## src/rtl/mc_pkg.sv

```systemverilog
// Shared encodings for the multicycle RV32I main controller.
package mc_pkg;

  // FSM state codes
  localparam logic [3:0] S_FETCH    = 4'd0;
  localparam logic [3:0] S_DECODE   = 4'd1;
  localparam logic [3:0] S_MEMADR   = 4'd2;
  localparam logic [3:0] S_MEMREAD  = 4'd3;
  localparam logic [3:0] S_MEMWB    = 4'd4;
  localparam logic [3:0] S_MEMWRITE = 4'd5;
  localparam logic [3:0] S_EXECR    = 4'd6;
  localparam logic [3:0] S_EXECI    = 4'd7;
  localparam logic [3:0] S_ALUWB    = 4'd8;
  localparam logic [3:0] S_BRANCH   = 4'd9;
  localparam logic [3:0] S_JAL      = 4'd10;
  localparam logic [3:0] S_JALR     = 4'd11;
  localparam logic [3:0] S_LINK     = 4'd12;
  localparam logic [3:0] S_LUI      = 4'd13;
  localparam logic [3:0] S_TRAP     = 4'd14;

  // Opcodes
  localparam logic [6:0] OP_LOAD   = 7'b0000011;
  localparam logic [6:0] OP_STORE  = 7'b0100011;
  localparam logic [6:0] OP_R      = 7'b0110011;
  localparam logic [6:0] OP_I      = 7'b0010011;
  localparam logic [6:0] OP_BRANCH = 7'b1100011;
  localparam logic [6:0] OP_JAL    = 7'b1101111;
  localparam logic [6:0] OP_JALR   = 7'b1100111;
  localparam logic [6:0] OP_LUI    = 7'b0110111;
  localparam logic [6:0] OP_AUIPC  = 7'b0010111;

  // ALU operations
  localparam logic [3:0] ALU_ADD  = 4'b0000;
  localparam logic [3:0] ALU_SUB  = 4'b0001;
  localparam logic [3:0] ALU_AND  = 4'b0010;
  localparam logic [3:0] ALU_OR   = 4'b0011;
  localparam logic [3:0] ALU_XOR  = 4'b0100;
  localparam logic [3:0] ALU_SLL  = 4'b0101;
  localparam logic [3:0] ALU_SRL  = 4'b0110;
  localparam logic [3:0] ALU_SRA  = 4'b0111;
  localparam logic [3:0] ALU_SLT  = 4'b1000;
  localparam logic [3:0] ALU_SLTU = 4'b1001;

  // Immediate formats
  localparam logic [2:0] IMM_I = 3'b000;
  localparam logic [2:0] IMM_S = 3'b001;
  localparam logic [2:0] IMM_B = 3'b010;
  localparam logic [2:0] IMM_J = 3'b011;
  localparam logic [2:0] IMM_U = 3'b100;

  // Result mux
  localparam logic [1:0] RES_ALU_OUT    = 2'b00;
  localparam logic [1:0] RES_MEM        = 2'b01;
  localparam logic [1:0] RES_ALU_RESULT = 2'b10;
  localparam logic [1:0] RES_IMM        = 2'b11;

  // ALU operand muxes
  localparam logic [1:0] SRC_A_PC     = 2'b00;
  localparam logic [1:0] SRC_A_OLD_PC = 2'b01;
  localparam logic [1:0] SRC_A_REG    = 2'b10;
  localparam logic [1:0] SRC_B_RD2    = 2'b00;
  localparam logic [1:0] SRC_B_IMM    = 2'b01;
  localparam logic [1:0] SRC_B_FOUR   = 2'b10;

  // Class of ALU operation requested by the FSM
  typedef enum logic [1:0] {
    AOP_ADD   = 2'b00,
    AOP_SUB   = 2'b01,
    AOP_FUNCT = 2'b10
  } alu_op_t;

endpackage

```

## src/rtl/alu_decoder.sv

```systemverilog
// Maps the FSM's ALU-op class plus funct fields to a concrete ALU operation.
module alu_decoder
  import mc_pkg::*;
(
  input  alu_op_t    alu_op,
  input  logic       op5,        // 1 for R-type, 0 for I-type ALU ops
  input  logic [2:0] funct3,
  input  logic       funct7b5,
  output logic [3:0] alu_control
);

  // Decode operation; funct7b5 selects sub only for R-type, sra for both
  always_comb begin
    // NOTE: default first so every path assigns the output and no latch is inferred.
    alu_control = ALU_ADD;
    case (alu_op)
      AOP_ADD: alu_control = ALU_ADD;
      AOP_SUB: alu_control = ALU_SUB;
      default: begin
        case (funct3)
          3'b000:  alu_control = (op5 && funct7b5) ? ALU_SUB : ALU_ADD;
          3'b001:  alu_control = ALU_SLL;
          3'b010:  alu_control = ALU_SLT;
          3'b011:  alu_control = ALU_SLTU;
          3'b100:  alu_control = ALU_XOR;
          3'b101:  alu_control = funct7b5 ? ALU_SRA : ALU_SRL;
          3'b110:  alu_control = ALU_OR;
          default: alu_control = ALU_AND;
        endcase
      end
    endcase
  end

endmodule

```

## src/rtl/mc_controller.sv

```systemverilog
// Main control FSM of the multicycle RV32I core.
module mc_controller
  import mc_pkg::*;
(
  input  logic       clk,
  input  logic       reset,
  input  logic [6:0] op,
  input  logic [2:0] funct3,
  input  logic       funct7b5,
  input  logic       zero,
  input  logic       cout,
  input  logic       overflow,
  input  logic       sign,
  output logic [2:0] imm_src,
  output logic [3:0] alu_control,
  output logic [1:0] result_src,
  output logic [1:0] alu_src_a,
  output logic [1:0] alu_src_b,
  output logic       adr_src,
  output logic       ir_write,
  output logic       reg_write,
  output logic       pc_write,
  output logic       mem_write,
  output logic       illegal
);

  logic [3:0] state, next_state;
  alu_op_t    alu_op;
  logic       taken, branch_bad;
  logic       ir_en, reg_en, pc_en, mem_en, trap_flag;

  // State register
  always_ff @(posedge clk or negedge reset) begin
    // NOTE: sequential state uses non-blocking assignment so all flops update together.
    if (!reset) state <= S_FETCH;
    else        state <= next_state;
  end

  // Branch condition from the ALU flags of rs1 - rs2
  always_comb begin
    taken      = 1'b0;
    branch_bad = 1'b0;
    case (funct3)
      3'b000:  taken = zero;
      3'b001:  taken = !zero;
      3'b100:  taken = sign ^ overflow;
      3'b101:  taken = !(sign ^ overflow);
      3'b110:  taken = !cout;
      3'b111:  taken = cout;
      default: branch_bad = 1'b1;
    endcase
  end

  // Next-state logic
  always_comb begin
    next_state = state;
    case (state)
      S_FETCH:  next_state = S_DECODE;
      S_DECODE: begin
        case (op)
          OP_LOAD, OP_STORE: next_state = S_MEMADR;
          OP_R:              next_state = S_EXECR;
          OP_I:              next_state = S_EXECI;
          OP_BRANCH:         next_state = S_BRANCH;
          OP_JAL:            next_state = S_JAL;
          OP_JALR:           next_state = S_JALR;
          OP_LUI:            next_state = S_LUI;
          OP_AUIPC:          next_state = S_ALUWB;
          default:           next_state = S_TRAP;
        endcase
      end
      S_MEMADR:   next_state = (op == OP_LOAD) ? S_MEMREAD : S_MEMWRITE;
      S_MEMREAD:  next_state = S_MEMWB;
      S_EXECR,
      S_EXECI,
      S_JAL:      next_state = S_ALUWB;
      S_BRANCH:   next_state = branch_bad ? S_TRAP : S_FETCH;
      S_JALR:     next_state = S_LINK;
      S_TRAP:     next_state = S_TRAP;
      default:    next_state = S_FETCH;
    endcase
  end

  // Per-state selects and raw enables
  always_comb begin
    result_src = RES_ALU_OUT;
    alu_src_a  = SRC_A_PC;
    alu_src_b  = SRC_B_RD2;
    adr_src    = 1'b0;
    alu_op     = AOP_ADD;
    ir_en      = 1'b0;
    reg_en     = 1'b0;
    pc_en      = 1'b0;
    mem_en     = 1'b0;
    trap_flag  = 1'b0;
    case (state)
      S_FETCH: begin
        ir_en = 1'b1; pc_en = 1'b1;
        alu_src_b = SRC_B_FOUR; result_src = RES_ALU_RESULT;
      end
      S_DECODE: begin
        alu_src_a = SRC_A_OLD_PC; alu_src_b = SRC_B_IMM;
      end
      S_MEMADR: begin
        alu_src_a = SRC_A_REG; alu_src_b = SRC_B_IMM;
      end
      S_MEMREAD:  adr_src = 1'b1;
      S_MEMWB: begin
        result_src = RES_MEM; reg_en = 1'b1;
      end
      S_MEMWRITE: begin
        adr_src = 1'b1; mem_en = 1'b1;
      end
      S_EXECR: begin
        alu_src_a = SRC_A_REG; alu_op = AOP_FUNCT;
      end
      S_EXECI: begin
        alu_src_a = SRC_A_REG; alu_src_b = SRC_B_IMM; alu_op = AOP_FUNCT;
      end
      S_ALUWB:    reg_en = 1'b1;
      S_BRANCH: begin
        alu_src_a = SRC_A_REG; alu_op = AOP_SUB; pc_en = taken;
      end
      S_JAL: begin
        pc_en = 1'b1; alu_src_a = SRC_A_OLD_PC; alu_src_b = SRC_B_FOUR;
      end
      S_JALR: begin
        alu_src_a = SRC_A_REG; alu_src_b = SRC_B_IMM;
        result_src = RES_ALU_RESULT; pc_en = 1'b1;
      end
      S_LINK: begin
        alu_src_a = SRC_A_OLD_PC; alu_src_b = SRC_B_FOUR;
        result_src = RES_ALU_RESULT; reg_en = 1'b1;
      end
      S_LUI: begin
        result_src = RES_IMM; reg_en = 1'b1;
      end
      S_TRAP:     trap_flag = 1'b1;
      default:    ;
    endcase
  end

  // Immediate format follows the opcode in every state
  always_comb begin
    case (op)
      OP_STORE:          imm_src = IMM_S;
      OP_BRANCH:         imm_src = IMM_B;
      OP_JAL:            imm_src = IMM_J;
      OP_LUI, OP_AUIPC:  imm_src = IMM_U;
      default:           imm_src = IMM_I;
    endcase
  end

  alu_decoder u_alu_decoder (
    .alu_op      (alu_op),
    .op5         (op[5]),
    .funct3      (funct3),
    .funct7b5    (funct7b5),
    .alu_control (alu_control)
  );

  // NOTE: enables are gated by reset so the FETCH state held during reset cannot write anything.
  assign ir_write  = ir_en     & reset;
  assign reg_write = reg_en    & reset;
  assign pc_write  = pc_en     & reset;
  assign mem_write = mem_en    & reset;
  assign illegal   = trap_flag & reset;

endmodule

```

## config.mk

```make
export PLATFORM = sky130hd
export DESIGN_NAME = mc_controller
export DESIGN_NICKNAME = d
export VERILOG_FILES = /design/src/rtl/mc_pkg.sv /design/src/rtl/alu_decoder.sv /design/src/rtl/mc_controller.sv
export SDC_FILE = /design/constraint.sdc
export NUM_CORES = 1
export LEC_CHECK = 0
export CORE_MARGIN = 8
export CORE_UTILIZATION = 40
export CTS_CLUSTER_SIZE = 10
export DETAILED_ROUTE_END_ITERATION = 7
export PLACE_DENSITY = 0.79
export REMOVE_ABC_BUFFERS = 1
export SETUP_SLACK_MARGIN = 0.3
export SLEW_MARGIN = 20
export SYNTH_ARGS = -nofsm -noshare
export SYNTH_HDL_FRONTEND = slang
export SYNTH_SLANG_ARGS = --single-unit
export TNS_END_PERCENT = 5
```

## constraint.sdc

```tcl
create_clock -name clk -period 2.13 [get_ports clk]
set_input_delay 0.426 -clock clk [delete_from_list [all_inputs] [get_ports clk]]
set_output_delay 0.426 -clock clk [all_outputs]
set_load 0.03 [all_outputs]
```

==> results.sh <==
export IMPL_clk_pin_slew_worst_paths_ns=0.04
export IMPL_power_leakage_nw=0.614
export IMPL_gp_congestion=0.828
export IMPL_final_area_um2=1470
export IMPL_hold_viol_final=0
export IMPL_hold_slack_ns=0.536
export IMPL_relSlewSlack_pct=73.2
export IMPL_worstPathArrival_ns=1.62
export IMPL_grt_pass1_wl_um=4840
export IMPL_fin_util_pct=84.9
export IMPL_grt_pass1_vias=1116
export IMPL_cts_tree="built"
export IMPL_regMostFlops="state"
export IMPL_ctsHoldBuffers=0
export IMPL_fmax_mhz=490
export IMPL_synth_distinct_cells=36
export IMPL_worst_pin_slew_ns=0.391
export IMPL_cp_top_family="simple AND/OR/NAND/NOR gates"
export IMPL_worstSkewPairLatency_ns=0.24
export IMPL_nets=197
export IMPL_hp_class="primary input to async pin"
export IMPL_period_minus_slack_ns=2.04
export IMPL_routed_wl_um=3370
export IMPL_power_density_nw_per_um2=190
export IMPL_start_util_pct=42.5
export IMPL_die_y_um=58.9
export IMPL_ant_nets=0
export IMPL_via_count=1181
export IMPL_gr_total_overflow=0
export IMPL_numCtsBuffers=3
export IMPL_via_per_inst=5.82
export IMPL_power_mw=0.278
export IMPL_layout_setup_ws_ns=0.0874
export IMPL_antennaDiodeCount=0
export IMPL_start_kind="flop"
export IMPL_antenna_found_initial=0
export IMPL_avgSynthCellArea_um2=6.62
export IMPL_drc=0
export IMPL_worstSetupPathType="flop to primary output"
export IMPL_first_pass_iters=4
export IMPL_netlist_instances=111
export IMPL_status="finished clean"
export IMPL_multi_input_area_um2=688
export IMPL_coreArea_um2=1730
export IMPL_clockBufferDepth=2
export IMPL_dp_cells=183
export IMPL_cap_violations=0
export IMPL_fillers=109
export IMPL_crit_fanout=5
export IMPL_ir_drop_v=0.000309
export IMPL_worstPathCellList="buf_6, nor2b_1, nand2_1, nor3_1, buf_4"
export IMPL_cp_end_kind="primary output"
export IMPL_slowest_delay_ns=0.45
export IMPL_dp_hpwl_um=2030
export IMPL_largest_reg_flops=4
export IMPL_yosysSeqAreaShare_pct=13.6
export IMPL_crit_required_ns=1.70
export IMPL_die_area_um2=3460
export IMPL_finClkSkew_ns=0.00657
export IMPL_setup_viol=0
export IMPL_slowest_stage="dfrtp_2"
export IMPL_dpl_cell_area_um2=1190
export IMPL_largestRegisters="state (4)"
export IMPL_root_buffer="clkbuf_4"
export IMPL_fin_crit_sh_pct=95.9
export IMPL_report_final_slew_viol_count=0
export IMPL_ys_warn_count=0
export IMPL_drive_above_1_share_pct=44.9
export IMPL_rsz0062_at_grt="yes"
export IMPL_die_w_um=58.9
export IMPL_drt_first_iter_violations=61
export IMPL_place_ws_ns=-0.162
export IMPL_synth_seq_cells=4
export IMPL_htreeDepth=1
export IMPL_instances_no_fill=203
export IMPL_cp_num_buf_inv=2
export IMPL_seq_area_um2=105
export IMPL_routedWlPerCell_um=16.6
export IMPL_io_pins=36
export IMPL_grt_use_total_pct=17.3
export IMPL_final_setup_tns_ns=0
export IMPL_grt_start_max_net_pins=12
export IMPL_num_rows=15
export IMPL_area_delta_synth_final_pct=99.7
export IMPL_io_buffers=35
export IMPL_clkSinkCount=4
export IMPL_synth_area_um2=734
[cells by family after synthesis]
logic type,count (synthesis),share of synthesized area (%)
XOR/XNOR,3,3.58
flip-flops,4,13.6
multiplexers,2,2.90
buffers and inverters,13,6.98
AO/OA/AOI/OAI,28,25.9
AND/OR/NAND/NOR,61,47.0
[worst paths after layout]
path	startpoint	endpoint	slack, ns	cells after the start
worst max register to register	state[2]	state[2]	0.61	6
worst min-delay path	reset	state[1]	0.54	2
worst max-delay path	state[3]	alu_control[3]	0.09	5
max in group asynchronous	reset	state[0]	1.46	2
min in group clk	funct3[1]	state[1]	0.73	4
worst min register to register	state[2]	state[3]	0.80	2
[placed cells by master, fill, tap and decap left out, types with 2 or more instances in the layout]
cell             instances
o21a_1                   2
nor2b_4                  2
nor2_4                   2
o21ai_0                  5
clkdlybuf4s15_1          7
buf_6                    5
nand2b_1                 5
nor2b_1                  5
nand3_1                  6
o22ai_2                  2
nor3_1                   8
xnor2_1                  2
dfrtp_2                  4
dlygate4sd2_1            6
inv_2                    2
clkdlybuf4s50_1          4
nand3b_1                 7
buf_4                   47
or4b_1                   2
clkbuf_4                 3
or3_1                    2
inv_1                    4
a21oi_1                  6
nand2_1                  6
nor2_1                   7
[routing by layer]
layer  vias up  share of wire, %  routed length, um  global-route usage [%]
li1        553                 -                  -                       -
met1       534                40               1360                    17.5
met2        75                48               1630                    31.2
met3        19               6.0                203                    3.26
met4         0               5.0                168                    11.6
met5         -                 0                  0                       0
[report_power, final]
part           switching (mW)  internal [mW]
clock network          0.0356         0.0633
registers                   0         0.0763
logic                  0.0519         0.0510
total                  0.0876          0.191
[final cells by class]
| cell class | instances | share of cell area, % |
|---|---|---|
| Sequential cell | 4 | 7.17 |
| Tap cell | 25 | 2.13 |
| Timing Repair Buffer | 71 | 40.7 |
| Inverter | 6 | 1.54 |
| Multi-Input combinational cell | 94 | 46.9 |
| Clock buffer | 3 | 1.54 |
[repair_timing]
item | in CTS | in global routing
endpoints found under the setup margin | 18 | 18
buffers inserted | 12 | 5
resized for setup | 44 | 15
pin swaps | 10 | 3
[cells in the mapped netlist, drive strengths merged]
cell type	count	area, um2
nand2b	5	31.3
or3	3	18.8
dfrtp	4	100
nor2	9	33.8
nor3	10	50.1
nand3b	7	52.6
mux2i	1	10.0
nand3	7	35.0
a31o	1	8.76
clkbuf	4	15.0
buf	3	13.8
nor4b	1	8.76
o22ai	2	12.5
nand2	6	22.5
o2111ai	1	8.76
o221ai	1	8.76
nand4b	1	8.76
o21ba	1	10.0
nor3b	1	7.51
a21oi	6	30.0
inv	6	22.5
nor2b	7	43.8
o21a	2	15.0
xnor2	2	17.5
or4b	2	20.0
xor2	1	8.76
o31a	1	8.76
a311oi	1	8.76
a31oi	1	6.26
mux2	1	11.3
and3	2	12.5
a2111oi	3	26.3
o21bai	1	7.51
o32ai	1	8.76
o21ai	6	30.0
Note: power is estimated with default switching activity, not from simulation.
